<file path="src/rtl/dcm_pkg.sv">
// Shared types and default sizing for the ripple down-counter capture stage.
package dcm_pkg;

  typedef enum logic {
    IDLE  = 1'b0,
    TRACK = 1'b1
  } dcm_state_t;

  localparam int DCM_CNT_W    = 4;
  localparam int DCM_EXT_W    = 8;
  localparam int DCM_STABLE_N = 2;

endpackage

</file>
<file path="src/rtl/dcm_sync_filter.sv">
// Two-flop synchronizer for the ripple counter value plus a stability filter
// that flags when the synchronized value has held for STABLE_N samples.
module dcm_sync_filter
  import dcm_pkg::*;
#(
  parameter int CNT_W    = DCM_CNT_W,
  parameter int STABLE_N = DCM_STABLE_N
) (
  input  logic             clk,
  input  logic             rst,
  input  logic [CNT_W-1:0] cnt_in,
  output logic [CNT_W-1:0] s2,
  output logic             settled
);

  localparam int STAB_W = (STABLE_N > 2) ? $clog2(STABLE_N) : 1;
  localparam logic [STAB_W-1:0] STAB_MAX = STAB_W'(STABLE_N - 1);

  logic [CNT_W-1:0]  s1;
  logic [1:0]        fill;
  logic [STAB_W-1:0] stab;

  // fill[1] marks that s1 and s2 both hold real samples rather than reset
  // zeros, so the reset value is never mistaken for a settled count.
  always_ff @(posedge clk or negedge rst) begin
    if (!rst) begin
      s1   <= '0;
      s2   <= '0;
      fill <= '0;
      stab <= '0;
    end else begin
      s1   <= cnt_in;
      s2   <= s1;
      fill <= {fill[0], 1'b1};
      if (!fill[1] || (s1 != s2)) begin
        stab <= '0;
      end else if (stab != STAB_MAX) begin
        stab <= stab + STAB_W'(1);
      end
    end
  end

  assign settled = (stab == STAB_MAX);

endmodule

</file>
<file path="src/rtl/down_count_monitor.sv">
// Captures a settled view of the ripple down counter, counts 0 -> max underflows
// and raises a sticky interrupt. Define DCM_STEP_CHK_EN to add the step checker.
//
//   state | meaning
//   IDLE  | no value accepted yet (after reset or clr)
//   TRACK | cnt_q valid, following settled values and watching for underflow
module down_count_monitor
  import dcm_pkg::*;
#(
  parameter int CNT_W    = DCM_CNT_W,
  parameter int EXT_W    = DCM_EXT_W,
  parameter int STABLE_N = DCM_STABLE_N
) (
  input  logic             clk,
  input  logic             rst,
  input  logic [CNT_W-1:0] cnt_in,
  input  logic             clr,
  input  logic             irq_ack,
  output logic             cnt_vld,
  output logic [CNT_W-1:0] cnt_q,
  output logic             wrap_pulse,
  output logic [EXT_W-1:0] ext_cnt,
  output logic             irq
`ifdef DCM_STEP_CHK_EN
  ,
  output logic             err
`endif
);

  localparam logic [CNT_W-1:0] CNT_MAX = '1;

  dcm_state_t       state;
  dcm_state_t       state_nxt;
  logic [CNT_W-1:0] s2;
  logic             settled;
  logic             load;
  logic             wrap;

  dcm_sync_filter #(
    .CNT_W    (CNT_W),
    .STABLE_N (STABLE_N)
  ) u_sync_filter (
    .clk     (clk),
    .rst     (rst),
    .cnt_in  (cnt_in),
    .s2      (s2),
    .settled (settled)
  );

  always_comb begin
    state_nxt = state;
    load      = 1'b0;
    wrap      = 1'b0;
    case (state)
      IDLE: begin
        if (settled) begin
          load      = 1'b1;
          state_nxt = TRACK;
        end
      end
      TRACK: begin
        if (settled && (s2 != cnt_q)) begin
          load = 1'b1;
          wrap = (cnt_q == '0) && (s2 == CNT_MAX);
        end
      end
      default: state_nxt = IDLE;
    endcase
    // clr overrides any acceptance in the same cycle; cnt_q simply holds
    if (clr) begin
      state_nxt = IDLE;
      load      = 1'b0;
      wrap      = 1'b0;
    end
  end

  always_ff @(posedge clk or negedge rst) begin
    if (!rst) begin
      state      <= IDLE;
      cnt_q      <= '0;
      wrap_pulse <= 1'b0;
      ext_cnt    <= '0;
      irq        <= 1'b0;
    end else begin
      state      <= state_nxt;
      wrap_pulse <= wrap;
      if (load) begin
        cnt_q <= s2;
      end
      if (clr) begin
        ext_cnt <= '0;
      end else if (wrap) begin
        ext_cnt <= ext_cnt + EXT_W'(1);
      end
      // a new underflow wins over a coincident acknowledge
      if (clr) begin
        irq <= 1'b0;
      end else if (wrap) begin
        irq <= 1'b1;
      end else if (irq_ack) begin
        irq <= 1'b0;
      end
    end
  end

  assign cnt_vld = (state == TRACK);

`ifdef DCM_STEP_CHK_EN
  logic step_bad;

  assign step_bad = load && (state == TRACK) && !wrap && (s2 != (cnt_q - CNT_W'(1)));

  always_ff @(posedge clk or negedge rst) begin
    if (!rst) begin
      err <= 1'b0;
    end else if (clr) begin
      err <= 1'b0;
    end else if (step_bad) begin
      err <= 1'b1;
    end
  end
`endif

endmodule

</file>
<file path="config.mk">
export PLATFORM = sky130hd
export DESIGN_NAME = down_count_monitor
export DESIGN_NICKNAME = d
export VERILOG_FILES = /design/src/rtl/dcm_pkg.sv /design/src/rtl/dcm_sync_filter.sv /design/src/rtl/down_count_monitor.sv
export SDC_FILE = /design/constraint.sdc
export NUM_CORES = 1
export LEC_CHECK = 0
export ABC_CLOCK_PERIOD_IN_PS = 1800
export CAP_MARGIN = 10
export CORE_MARGIN = 5
export CORE_UTILIZATION = 51
export CTS_BUF_LIST = sky130_fd_sc_hd__clkbuf_8
export DETAILED_ROUTE_END_ITERATION = 12
export HOLD_SLACK_MARGIN = 0.03
export PLACE_DENSITY = 0.87
export RECOVER_POWER = 25
export SETUP_SLACK_MARGIN = 0.4
export SYNTH_ARGS = -nofsm -noshare
export SYNTH_HDL_FRONTEND = slang
export SYNTH_SLANG_ARGS = --single-unit
</file>
<file path="constraint.sdc">
create_clock -name clk -period 1.8 [get_ports clk]
set_input_delay 0.45 -clock clk [delete_from_list [all_inputs] [get_ports clk]]
set_output_delay 0.45 -clock clk [all_outputs]
set_load 0.02 [all_outputs]
</file>
==> results of run 1 <==
[logic make-up (layout without fill, tap and decap cells)]
family	count (synthesis)	in the layout	synth area share (%)
AND/OR/NAND/NOR	29	30	16.1
buffers and inverters	5	45	3.04
flip-flops	26	26	60.8
XOR/XNOR	7	7	5.73
adder cells (fa/ha/maj)	1	1	1.17
multiplexers	5	5	5.03
other	1	1	0.351
AO/OA/AOI/OAI	14	14	7.72
[synthesized netlist by cell type (all sizes together) (2+ instances only)]
| library cell | instances |
|---|---|
| dfrtp | 26 |
| or3 | 4 |
| nor2 | 6 |
| nand2b | 5 |
| xor2 | 4 |
| o21ai | 4 |
| nand3 | 3 |
| nor4 | 2 |
| inv | 3 |
| mux2i | 2 |
| o31ai | 2 |
| xnor2 | 3 |
| or4 | 2 |
| a21oi | 6 |
| o2111ai | 2 |
| mux2 | 3 |
| nand2 | 3 |
[how the worst min path moves through the flow]
stage / slack, ps / cells past startpoint / startpoint / to
floorplan: 150 / 0 / rst / cnt_q[0]
global placement: 330 / 0 / u_sync_filter.fill[0] / u_sync_filter.fill[1]
detailed placement: 340 / 0 / u_sync_filter.fill[0] / u_sync_filter.fill[1]
CTS: 360 / 0 / u_sync_filter.fill[0] / u_sync_filter.fill[1]
global route: 390 / 0 / u_sync_filter.fill[0] / u_sync_filter.fill[1]
finish: 350 / 0 / u_sync_filter.fill[0] / u_sync_filter.fill[1]
[power by group]
| part | total [W] | internal [W] | switching (W) | leakage (nW) |
|---|---|---|---|---|
| Clock | 0.000473 | 0.000298 | 0.000176 | 0.0357 |
| Combinational | 0.000293 | 0.000162 | 0.000131 | 0.336 |
| Sequential | 0.000661 | 0.000628 | 0.0000336 | 0.327 |
[critical path, delay by kind of cell (launching register included)]
family	cells	cell delay, ps
AND/OR/NAND/NOR	3	1110
AO/OA/AOI/OAI	1	130
flip-flops	1	430
[timing repair]
| action | in CTS | in global routing |
|---|---|---|
| endpoints found under the setup margin | 24 | 24 |
| gates resized for setup | 52 | 27 |
| endpoints found under the hold margin | 0 | 0 |
| buffers inserted | 6 | 6 |
| pin swaps | 2 | 3 |
| cloned | 1 | 0 |
[per-layer routing]
| metal | vias up | global-route usage [%] |
|---|---|---|
| li1 | 391 | - |
| met1 | 423 | 18.6 |
| met2 | 31 | 26.0 |
| met3 | 5 | 5.10 |
| met4 | 0 | 6.25 |
| met5 | - | 0 |
[stage by stage]
step                cell area, sq um  cells
floorplan                       1080     88
global placement                1340    139
detailed placement              1340    139
CTS                             1470    150
global route                    1530    156
finish                          1530    156
[sequential cells by signal, indices dropped and copies added, names as in the netlist]
register	flops
cnt_q	4
cnt_vld	1
ext_cnt	8
irq	1
u_sync_filter.fill	2
u_sync_filter.s1	4
u_sync_filter.s2	4
u_sync_filter.settled	1
wrap_pulse	1
[layout make-up]
type	count	area [sq um]
sequential	26	657
multi-input combinational	58	465
fill	114	448
timing repair buffer	38	295
clock buffer	3	41.3
tap	27	33.8
clock inverter	1	30.0
inverter	3	11.3
==> impl_metrics.prom, run 1 <==
# TYPE chip_impl_metric gauge
chip_impl_info{name="run_status",value="completed"} 1
chip_impl_metric{name="cts_hold_buffers",unit=""} 0
chip_impl_metric{name="maximum_number_of_pins_on_one_net_before_global_route_repair",unit=""} 27
chip_impl_metric{name="detailedPlace.worstSlack",unit="ps"} 31.8
chip_impl_metric{name="timing.slew.headroom",unit="%"} 57.6
chip_impl_metric{name="synthDominantCellAreaShare",unit="%"} 60.8
chip_impl_metric{name="layout_min_cycle_time",unit="ps"} 1750
chip_impl_info{name="layout_common_cells",value="21 x sky130_fd_sc_hd__dfrtp_1, 13 x sky130_fd_sc_hd__buf_4, 9 x sky130_fd_sc_hd__buf_2"} 1
chip_impl_metric{name="setup_ws",unit="ps"} 51.7
chip_impl_metric{name="register_to_register_setup_slack",unit="ps"} 50
chip_impl_metric{name="holdWs",unit="ps"} 354
chip_impl_metric{name="total_negative_slack",unit="ps"} 0
chip_impl_metric{name="floorplan.die.height",unit="um"} 55.8
chip_impl_metric{name="synth_edf_count",unit=""} 0
chip_impl_metric{name="pin_count",unit=""} 23
chip_impl_metric{name="die_width",unit="um"} 55.8
chip_impl_metric{name="synth.yosys.seq_area_share",unit="%"} 60.8
chip_impl_info{name="timing_worst_setup_path_type",value="reg -> reg"} 1
chip_impl_metric{name="postRouteAntennaNets",unit=""} 0
chip_impl_metric{name="postSynthCellCount",unit=""} 88
chip_impl_info{name="tritoncts_clock_tree",value="built"} 1
chip_impl_info{name="dominant_cell_type_by_area_after_synthesis",value="sky130_fd_sc_hd__dfrtp_1"} 1
chip_impl_metric{name="cts_clock_pin_slew_for_the_worst_setup_and_hold_paths",unit="ps"} 90
chip_impl_metric{name="first_pass_grt_wire_length",unit="um"} 3770
chip_impl_metric{name="ir_worst_vdd",unit="mV"} 0.659
chip_impl_info{name="mostFrequentLayoutCell",value="sky130_fd_sc_hd__dfrtp_1"} 1
chip_impl_metric{name="fmax",unit="GHz"} 0.572
chip_impl_metric{name="syn_to_final_growth",unit="%"} 43.4
chip_impl_metric{name="r2r.worst_path.cells",unit=""} 4
chip_impl_metric{name="max_cap_violations",unit=""} 0
chip_impl_metric{name="final_core_occ",unit="%"} 77.4
chip_impl_metric{name="period_share",unit="%"} 97.1
chip_impl_metric{name="power.total",unit="W"} 0.00143
chip_impl_metric{name="setup_viol",unit=""} 0
chip_impl_info{name="synth_top_flop_cell",value="sky130_fd_sc_hd__dfrtp_1"} 1
chip_impl_metric{name="async_reset_ff_share",unit="%"} 100
chip_impl_info{name="worstHoldPathType",value="reg -> reg"} 1
chip_impl_metric{name="required",unit="ps"} 2000
chip_impl_metric{name="wl_met1",unit="um"} 1010
chip_impl_metric{name="via_per_inst",unit=""} 5.45
chip_impl_metric{name="place.gp.congestion",unit=""} 0.766
chip_impl_metric{name="finalWirelength",unit="um"} 2420
chip_impl_metric{name="first_global_vias",unit=""} 788
chip_impl_metric{name="globalRouteTotalUtil",unit="%"} 15.6
chip_impl_metric{name="antenna_fix_cells",unit=""} 0
chip_impl_metric{name="portBuffers",unit=""} 22
chip_impl_info{name="synth_top_cells_by_area",value="sky130_fd_sc_hd__dfrtp_1 61%, sky130_fd_sc_hd__xor2_1 3.3%, sky130_fd_sc_hd__mux2_2 3.2%"} 1
chip_impl_metric{name="cts_num_sinks",unit=""} 26
chip_impl_info{name="crit_start",value="cnt_q[2]"} 1
chip_impl_metric{name="clock_tree.buffer_depth",unit=""} 2
chip_impl_info{name="crit_path_capture_type",value="flop"} 1
chip_impl_metric{name="cellPowerDensity",unit="nW/um^2"} 931
chip_impl_metric{name="postSynthRegisterBits",unit=""} 26
chip_impl_metric{name="num-nets-final",unit=""} 139
chip_impl_metric{name="clk-insertion-delay-late",unit="ps"} 270
chip_impl_metric{name="worst_path_maximum_fanout",unit=""} 5
chip_impl_info{name="maxUsedRoutingLayer",value="met4"} 1
chip_impl_metric{name="met3RoutedLength",unit="um"} 148
chip_impl_metric{name="placeable_core_region",unit="sq um"} 1980
chip_impl_metric{name="total_length_of_routed_met2_wires",unit="um"} 1230
chip_impl_info{name="rsz0062_at_grt",value="true"} 1
chip_impl_metric{name="final_layout_size_suffix_gt1_share",unit="%"} 45.0
chip_impl_metric{name="number_of_hold_slack_violations_in_the_final_timing_report",unit=""} 0
chip_impl_info{name="critical_path.reg2reg.startpoint",value="cnt_q[2]"} 1
chip_impl_metric{name="cts_htree_levels",unit=""} 1
chip_impl_info{name="worst_setup_path_endpoint",value="ext_cnt[5]"} 1
chip_impl_metric{name="globalRouteOverflowTotal",unit=""} 0
chip_impl_info{name="critPathLaunchType",value="flop"} 1
chip_impl_metric{name="yosys.cell_types.count",unit=""} 27
chip_impl_info{name="critical_path.reg2reg.endpoint",value="ext_cnt[5]"} 1
chip_impl_metric{name="drc_errors",unit=""} 0
chip_impl_metric{name="fp-row-count",unit=""} 16
chip_impl_info{name="cts_root_buffer_type",value="sky130_fd_sc_hd__clkbuf_8"} 1
chip_impl_metric{name="worst_pin_slew",unit="ps"} 635
chip_impl_metric{name="drt_first_pass_iters",unit=""} 4
chip_impl_info{name="critPathSlowestCell",value="sky130_fd_sc_hd__or4_1"} 1
chip_impl_metric{name="power.leakage",unit="nW"} 0.698
chip_impl_metric{name="critPathMaxStageDelay",unit="ps"} 480
chip_impl_metric{name="detail_route.iter0.violations",unit=""} 20
chip_impl_metric{name="die-area",unit="sq um"} 3110
chip_impl_metric{name="cp.arrival",unit="ps"} 1950
chip_impl_metric{name="ys_warn_count",unit=""} 0
chip_impl_metric{name="mappedNetlistArea",unit="sq um"} 1070
chip_impl_metric{name="post_synth.cell_area_avg",unit="sq um"} 12.2
chip_impl_metric{name="post-dp-hpwl",unit="um"} 1390
chip_impl_metric{name="fin_skew",unit="ps"} 5.90
chip_impl_metric{name="num_vias",unit=""} 850
chip_impl_metric{name="synth_nets",unit=""} 97
chip_impl_metric{name="initial_utilization",unit="%"} 54.0
chip_impl_metric{name="maxSlewViolCount",unit=""} 0
chip_impl_metric{name="grt_antenna_before_repair",unit=""} 0
chip_impl_info{name="critical_path.cell_chain",value="nand2b_2 -> or3_4 -> or4_1 -> a21oi_1"} 1
chip_impl_metric{name="numCtsBuffers",unit=""} 3
chip_impl_metric{name="route.detailed.wl_per_inst",unit="um"} 15.5
No activity file was read; power rests on OpenSTA's default activity.
==> run 2: changes to the inputs <==
--- a/config.mk
+++ b/config.mk
@@ -5,7 +5,6 @@
 export SDC_FILE = /design/constraint.sdc
 export NUM_CORES = 1
 export LEC_CHECK = 0
-export ABC_CLOCK_PERIOD_IN_PS = 1800
 export CAP_MARGIN = 10
 export CORE_MARGIN = 5
 export CORE_UTILIZATION = 51
==> results of run 2 <==
No change in the layout: final DEF, timing and power equal those of run 1.
